$ cat config.mk
export PLATFORM = sky130hd
export DESIGN_NAME = time_set_ctrl
export DESIGN_NICKNAME = d
export VERILOG_FILES = /design/src/rtl/time_set_ctrl.sv
export SDC_FILE = /design/constraint.sdc
export NUM_CORES = 1
export LEC_CHECK = 0
export BUFFER_PORTS_ARGS = -buffer_cell sky130_fd_sc_hd__buf_2
export CORE_MARGIN = 4
export CORE_UTILIZATION = 45
export DETAILED_ROUTE_END_ITERATION = 7
export PLACE_DENSITY = 0.67
export SLEW_MARGIN = 10
export SYNTH_ARGS = -nofsm -noshare
export SYNTH_HDL_FRONTEND = slang
export SYNTH_SLANG_ARGS = --single-unit
$ cat constraint.sdc
create_clock -name clk -period 4.2 [get_ports clk]
set_input_delay 0.63 -clock clk [delete_from_list [all_inputs] [get_ports clk]]
set_output_delay 0.63 -clock clk [all_outputs]
set_load 0.05 [all_outputs]
$ cat src/rtl/time_set_ctrl.sv
// time_set_ctrl: keypad entry of a new BCD time of day, with digit
// blink feedback, an inactivity timeout and a one-cycle load strobe.
module time_set_ctrl #(
  parameter int TIMEOUT_CYC = 10000,
  parameter int BLINK_HALF  = 250
) (
  input  logic        clk,
  input  logic        rst,
  input  logic        dip_sw,
  input  logic [9:0]  keypad,
  input  logic [23:0] cur_time,
  output logic [23:0] set_time,
  output logic        load,
  output logic [2:0]  edit_pos,
  output logic [5:0]  blank_mask,
  output logic        err,
  output logic        busy
);

  localparam int TW = $clog2(TIMEOUT_CYC + 1);
  localparam int BW = $clog2(BLINK_HALF + 1);

  typedef enum logic [1:0] {
    IDLE,
    ENTRY,
    COMMIT,
    WAIT_REL
  } state_t;

  state_t        state, state_n;
  logic [TW-1:0] timer, timer_n;
  logic [BW-1:0] bcnt, bcnt_n;
  logic          phase, phase_n;
  logic [23:0]   set_n;
  logic [2:0]    pos_n;
  logic [5:0]    blank_n;
  logic          err_n;
  logic [9:0]    kp_q;
  logic          dip_q;
  logic          key_ev;
  logic [3:0]    key_d;
  logic [3:0]    lim;
  logic          key_ok;

  // Key event: a single key goes down after an all-released sample.
  always_comb begin
    key_ev = 1'b0;
    key_d  = 4'd0;
    if (kp_q == 10'd0 && keypad != 10'd0 &&
        (keypad & (keypad - 10'd1)) == 10'd0) begin
      key_ev = 1'b1;
      for (int k = 0; k < 10; k++)
        if (keypad[k]) key_d = 4'(k);
    end
  end

  // Largest digit allowed at the position under edit.
  always_comb begin
    unique case (edit_pos)
      3'd0:    lim = 4'd2;
      3'd1:    lim = (set_time[23:20] == 4'd2) ? 4'd3 : 4'd9;
      3'd2:    lim = 4'd5;
      3'd3:    lim = 4'd9;
      3'd4:    lim = 4'd5;
      default: lim = 4'd9;
    endcase
    key_ok = key_ev && (key_d <= lim);
  end

  // Next-state and next-output logic.
  always_comb begin
    state_n = state;
    set_n   = set_time;
    pos_n   = edit_pos;
    timer_n = timer;
    bcnt_n  = bcnt;
    phase_n = phase;
    err_n   = 1'b0;
    unique case (state)
      IDLE: begin
        if (dip_sw && !dip_q) begin
          state_n = ENTRY;
          set_n   = cur_time;
          pos_n   = 3'd0;
          timer_n = '0;
          bcnt_n  = '0;
          phase_n = 1'b0;
        end
      end
      ENTRY: begin
        if (!dip_sw) begin
          state_n = IDLE;
        end else if (key_ok) begin
          for (int p = 0; p < 6; p++)
            if (edit_pos == 3'(p)) set_n[20-4*p +: 4] = key_d;
          if (edit_pos == 3'd0 && key_d == 4'd2 &&
              set_time[19:16] > 4'd3)
            set_n[19:16] = 4'd0;
          timer_n = '0;
          bcnt_n  = '0;
          phase_n = 1'b0;
          if (edit_pos == 3'd5) state_n = COMMIT;
          else pos_n = edit_pos + 3'd1;
        end else begin
          err_n = key_ev;
          if (bcnt == BW'(BLINK_HALF - 1)) begin
            bcnt_n  = '0;
            phase_n = ~phase;
          end else begin
            bcnt_n = bcnt + BW'(1);
          end
          if (timer == TW'(TIMEOUT_CYC - 1)) state_n = IDLE;
          else if (!key_ev) timer_n = timer + TW'(1);
        end
      end
      COMMIT: state_n = WAIT_REL;
      WAIT_REL: begin
        if (!dip_sw) state_n = IDLE;
      end
      default: state_n = IDLE;
    endcase
    blank_n = 6'd0;
    if (state_n == ENTRY && phase_n) blank_n = 6'b1 << pos_n;
  end

  // State and registered outputs.
  always_ff @(posedge clk or posedge rst) begin
    if (rst) begin
      state      <= IDLE;
      set_time   <= 24'd0;
      load       <= 1'b0;
      edit_pos   <= 3'd0;
      blank_mask <= 6'd0;
      err        <= 1'b0;
      busy       <= 1'b0;
      timer      <= '0;
      bcnt       <= '0;
      phase      <= 1'b0;
      kp_q       <= 10'd0;
      dip_q      <= 1'b0;
    end else begin
      state      <= state_n;
      set_time   <= set_n;
      load       <= (state_n == COMMIT);
      edit_pos   <= pos_n;
      blank_mask <= blank_n;
      err        <= err_n;
      busy       <= (state_n == ENTRY);
      timer      <= timer_n;
      bcnt       <= bcnt_n;
      phase      <= phase_n;
      kp_q       <= keypad;
      dip_q      <= dip_sw;
    end
  end

endmodule

==> results_dict.tcl, run 1 <==
set metrics [dict create \
    synth_nets 475 \
    die_x_microns 102.3 \
    wl_met3_microns 654 \
    synth_area_sq_mm 0.004003 \
    overflow 0 \
    synth.top_cell.area_share_pct 45.01 \
    diodes 0 \
    fin_crit_sh_pct 91.50 \
    port_buffers 72 \
    grt_max_degree 47 \
    avgSynthCellArea_sq_um 9.396 \
    io_pins 73 \
    arrival_ns 4.10 \
    maxSlewViolCount 0 \
    synth-main-ff-cell "dfrtp_1" \
    hold_buffers 0 \
    fin_cells 628 \
    firstDrtPassIters 5 \
    ys_types 61 \
    drc 0 \
    wl_per_cell_microns 16.10 \
    setup_viol 0 \
    synth_edf_count 0 \
    synth_most_common_cell "dfrtp_1" \
    hold_class "in2reg" \
    yosys.area.top_type "dfrtp_1" \
    fmax_mhz 260.2 \
    status "finished clean" \
    root_buffer "clkbuf_8" \
    drive_gt1_share_pct 26.73 \
    cpMostUsedCell "or3_4" \
    synthTopCellsByCount "72 x dfrtp_1, 70 x nand2_1, 40 x nor2_1, 22 x a21oi_1, 21 x a31oi_1" \
    synth_warnings 0 \
    max_cap_violations 0 \
    clock_skew_ns 0.01116 \
    die-area_sq_mm 0.01047 \
    clk_pin_slew_ns 0.08 \
    relSlewSlack_pct 34.45 \
    gp_congestion 0.8271 \
    drt_iter0_drc 189 \
    crit_chain "buf_2, or3_4, o41a_1, or3_4, nor3_1, ha_1, a21oi_1, o21ai_1, a211oi_4, nand4_1, mux2i_2, nor4b_2" \
    power_density_mw_per_mm2 600.1 \
    synth_area_leaders "dfrtp_1 45%, nand2_1 6.6%, ha_1 3.8%" \
    tightest_slew_ns 0.9819 \
    postCtsSetupBuffers 0 \
    grt_pass1_wl_microns 16820 \
    rsz0062_at_grt "no" \
    htree_levels 3 \
    synthCells 426 \
    rr_startpoint "kp_q[8]" \
    synth-seq-cells 72 \
    hold_viol 0 \
    cp_num_buf_inv 1 \
    grt_pass1_vias 3426 \
    antenna_found_initial 0 \
    end_kind "register" \
    crit_path_end "blank_mask[1]" \
    reg2reg_slack_ns 0.61 \
    route.met2.wl_microns 4810 \
    cpLargestDelayFamily "simple AND/OR/NAND/NOR gates" \
    drt-met1-wl_microns 4537 \
    slowest_stage "mux2i_2" \
    area_growth_pct 20.26 \
    cts_tree "done" \
    clock_latency_ns 0.35 \
    dp.cells 612 \
    cts_buffers 9 \
    critPathRequiredTime_ns 4.46 \
    ant_nets 0 \
    startpoint_type "input pin" \
    cp_slowest_stage_delay_ns 0.45 \
    rows 34 \
    nNetsFinal 564 \
    wirelength_microns 10110 \
    timing.rr.end "blank_mask[1]" \
    grt.total_usage_pct 20.41 \
    highest_layer "met4" \
    post-dp-hpwl_microns 7393 \
    crit_type "in2reg" \
    ctsResizeCount 0 \
    die_h_microns 102.3 \
    fillerInstances 820 \
    timing.hold.ws_ns 0.4503 \
    p_leak_nw 2.153 \
    vias_per_cell 5.619 \
    ys_async_sr_fraction_pct 100.0 \
    rr_worst_depth 11 \
    start_util_pct 46.12 \
    cts_sinks 72 \
    period_minus_slack_ns 3.843 \
    yosysSeqAreaShare_pct 45.01 \
    coreArea_sq_mm 0.008678 \
    cts_buffer_depth 2 \
    cp.depth 12 \
    vdd_ir_drop_max_uv 302.8 \
    startpoint "keypad[1]" \
    vias 3529 \
    worstPathMaxFanout 7 \
    tns_ns 0 \
]
## worst min path at each step
stage,start,cells past startpoint,slack [ns],endpoint
after floorplan,bcnt[4],1,0.48,bcnt[4]
after global placement,phase,1,0.50,phase
after detailed placement,bcnt[4],1,0.50,bcnt[4]
after CTS,keypad[6],1,0.43,kp_q[6]
after global routing,keypad[6],1,0.44,kp_q[6]
final,keypad[6],1,0.45,kp_q[6]
## registers in the layout (all words and copies together) (netlist names)
name	flops
bcnt	8
blank_mask	6
busy	1
dip_q	1
edit_pos	3
err	1
kp_q	10
load	1
phase	1
set_time	24
state	2
timer	14
## routing by layer
layer | global-route usage (%) | up-vias
met3 | 3.686 | 9
met5 | 0 | -
met1 | 27.71 | 1699
met4 | 6.054 | 0
met2 | 33.48 | 108
li1 | - | 1713
## layout make-up
cell class                 count  area, sq um  share of cell area [%]
multi-input combinational    324         2093                   43.49
timing repair buffer          96        540.5                   11.23
clock inverter                 5        56.30                   1.170
clock buffer                  11        141.4                   2.937
tap                          108        135.1                   2.807
sequential                    72         1802                   37.43
inverter                      12        45.04                  0.9358
## logic make-up (layout without fill, tap and decap cells)
kind of cell	Yosys count	after routing	synth area share [%]
simple gates	198	198	25.04
compound gates	93	93	17.41
flops	72	72	45.01
buf+inv	30	124	3.032
mux	19	19	5.283
fa+ha+maj	13	13	4.001
xor+xnor	1	1	0.2189
## cells in the final DEF (no fill, tap or decap), types with 3 or more instances in the layout
| cell type | count |
|---|---|
| dfrtp_1 | 72 |
| buf_2 | 72 |
| nand2_1 | 70 |
| nor2_1 | 39 |
| buf_4 | 24 |
| a21oi_1 | 22 |
| a31oi_1 | 21 |
| nand3_1 | 18 |
| nand2b_1 | 14 |
| mux2i_1 | 13 |
| nor3_1 | 12 |
| ha_1 | 12 |
| inv_1 | 11 |
| nand4_1 | 10 |
| o21ai_0 | 10 |
| clkbuf_8 | 10 |
| o21ai_1 | 4 |
| nor4_1 | 4 |
| nor2b_1 | 4 |
| and3_1 | 4 |
| mux2_2 | 4 |
| or4_1 | 3 |
| o21a_1 | 3 |
| a211oi_1 | 3 |
| o21bai_1 | 3 |
| o31ai_1 | 3 |
| nor4b_2 | 3 |
## per-stage QoR
| step | util (%) | instance area [sq um] | worst slack [ns] | power (mW) |
|---|---|---|---|---|
| floorplan | - | 4014 | 0.06848 | 1.978 |
| global placement | 53.19 | 4616 | 0.1042 | 2.314 |
| detailed placement | 53.19 | 4616 | 0.02011 | 2.347 |
| CTS | 55.46 | 4813 | 0.3581 | 2.912 |
| global route | 55.46 | 4813 | 0.06765 | 3.072 |
| finish | 55.46 | 4813 | 0.3569 | 2.889 |
## power breakdown
group	switching, mW	leakage (nW)	internal (mW)
combinational	0.952	1.14	0.384
clock	0.268	0.0993	0.290
sequential	0.130	0.915	0.864
(Power assumes the default switching activity.)
==> run 2, diff against run 1 <==
- clock period: 4.2 -> 4.4 ns (I/O delays scaled with it)
==> run 2 against run 1 <==
Sequential power fell by 4.9%. Global-route usage fell by 0.25 points. Utilization rose by 0.13 points. Critical path depth rose by 1. Non-clock buffer count fell by 1. Design area rose by 0.23%.
==> results_dict.tcl, run 2 (synthesis gave the netlist of run 1 again) <==
set metrics [dict create \
    arrival_ns 4.27 \
    nNetsFinal 563 \
    grt_pass1_wl_microns 16590 \
    cts_buffer_depth 2 \
    overflow 0 \
    end_kind "register" \
    finalCoreUtilization_pct 55.59 \
    reg2reg_slack_ns 0.72 \
    drt-met1-wl_microns 4544 \
    coreArea_sq_mm 0.008678 \
    cts_tree "done" \
    route.met2.wl_microns 4670 \
    clk_pin_slew_ns 0.08 \
    fin_area_sq_mm 0.004825 \
    wirelength_microns 9893 \
    postCtsSetupBuffers 0 \
    grt_pass1_vias 3432 \
    max_cap_violations 0 \
    grt.total_usage_pct 20.16 \
    crit_type "in2reg" \
    cts_buffers 9 \
    critPathRequiredTime_ns 4.67 \
    clock_latency_ns 0.34 \
    worstPathMaxFanout 6 \
    relSlewSlack_pct 46.82 \
    die_h_microns 102.3 \
    hold_buffers 0 \
    largest_reg_flops 24 \
    root_buffer "clkbuf_8" \
    layout_common_cells "72 x dfrtp_1, 72 x buf_2, 70 x nand2_1, 39 x nor2_1, 23 x buf_4" \
    setup_viol 0 \
    tightest_slew_ns 0.7894 \
    hold_viol 0 \
    wl_per_cell_microns 15.80 \
    die-area_sq_mm 0.01047 \
    drt_iter0_drc 153 \
    antenna_found_initial 0 \
    fillerInstances 759 \
    area_growth_pct 20.54 \
    firstDrtPassIters 4 \
    drc 0 \
    timing.rr.end "blank_mask[5]" \
    clock_skew_ns 0.01136 \
    maxSlewViolCount 0 \
    status "finished clean" \
    die_x_microns 102.3 \
    timing.hold.ws_ns 0.4592 \
    grt_max_degree 39 \
    port_buffers 72 \
    power_density_mw_per_mm2 585.8 \
    rows 34 \
    placed_cell_area_sq_mm 0.004597 \
    fin_crit_sh_pct 90.98 \
    start_util_pct 46.12 \
    htree_levels 3 \
    gp_congestion 0.8671 \
    rr_startpoint "kp_q[8]" \
    reg.largest.list "set_time (24), timer (14), kp_q (10)" \
    diodes 0 \
    post-dp-hpwl_microns 7180 \
    startpoint_type "input pin" \
    io_pins 73 \
    vias_per_cell 5.569 \
    p_leak_nw 2.158 \
    vdd_ir_drop_max_uv 273.6 \
    top_register "set_time" \
    period_minus_slack_ns 4.003 \
    rr_worst_depth 12 \
    ctsResizeCount 0 \
    ant_nets 0 \
    tns_ns 0 \
    cts_sinks 72 \
    drive_gt1_share_pct 26.64 \
    fmax_mhz 249.8 \
    wl_met3_microns 584 \
    hold_class "in2async" \
    vias 3486 \
    highest_layer "met4" \
    rsz0062_at_grt "no" \
]
==> run 2: metal layers <==
| metal | vias to the layer above | GRT usage [%] |
|---|---|---|
| li1 | 1717 | - |
| met1 | 1671 | 26.89 |
| met4 | 0 | 5.752 |
| met5 | - | 0 |
| met3 | 9 | 4.027 |
| met2 | 89 | 33.43 |
==> run 2: worst max path at each step <==
stage | from | endpoint | slack [ns]
floorplan | keypad[5] | blank_mask[5] | 0.08
global placement | keypad[1] | blank_mask[5] | 0.15
detailed placement | keypad[1] | blank_mask[5] | 0.07
CTS | keypad[1] | blank_mask[5] | 0.43
global route | keypad[1] | blank_mask[1] | 0.15
finish | keypad[1] | blank_mask[5] | 0.40
==> run 2: critical path, stage by stage <==
cell      delay [ns]
buf_2           0.13
or3_4           0.40
o41a_1          0.37
or3_4           0.37
or2_1           0.24
nor2_1          0.10
ha_1            0.26
a21oi_1         0.12
o21ai_0         0.21
a211oi_4        0.43
nor3_1          0.13
or4b_4          0.55
and4bb_1        0.30
==> run 2: power by group <==
| group | total [mW] | switching [mW] | leakage (nW) | internal, mW |
|---|---|---|---|---|
| registers | 0.946 | 0.121 | 0.915 | 0.825 |
| clock network | 0.600 | 0.251 | 0.112 | 0.349 |
| logic | 1.28 | 0.913 | 1.13 | 0.366 |
| total | 2.83 | 1.29 | 2.16 | 1.54 |
==> run 2: area by class of cell <==
class	count	area (sq um)	area share [%]
clock buffers	11	151.4	3.138
clock inverters	4	76.32	1.582
inverters	12	45.04	0.9336
multi-input cells	324	2082	43.15
flip-flops and latches	72	1802	37.34
well taps	108	135.1	2.801
repair buffers	95	533.0	11.05
==> run 2: metrics by stage <==
| stage | total power [mW] | setup WS [ns] | cells |
|---|---|---|---|
| finish | 2.826 | 0.3968 | 626 |
| floorplan | 1.888 | 0.08324 | 426 |
| CTS | 2.850 | 0.4259 | 626 |
| detailed placement | 2.241 | 0.07214 | 611 |
| global route | 3.019 | 0.1526 | 626 |
| global placement | 2.209 | 0.1483 | 611 |
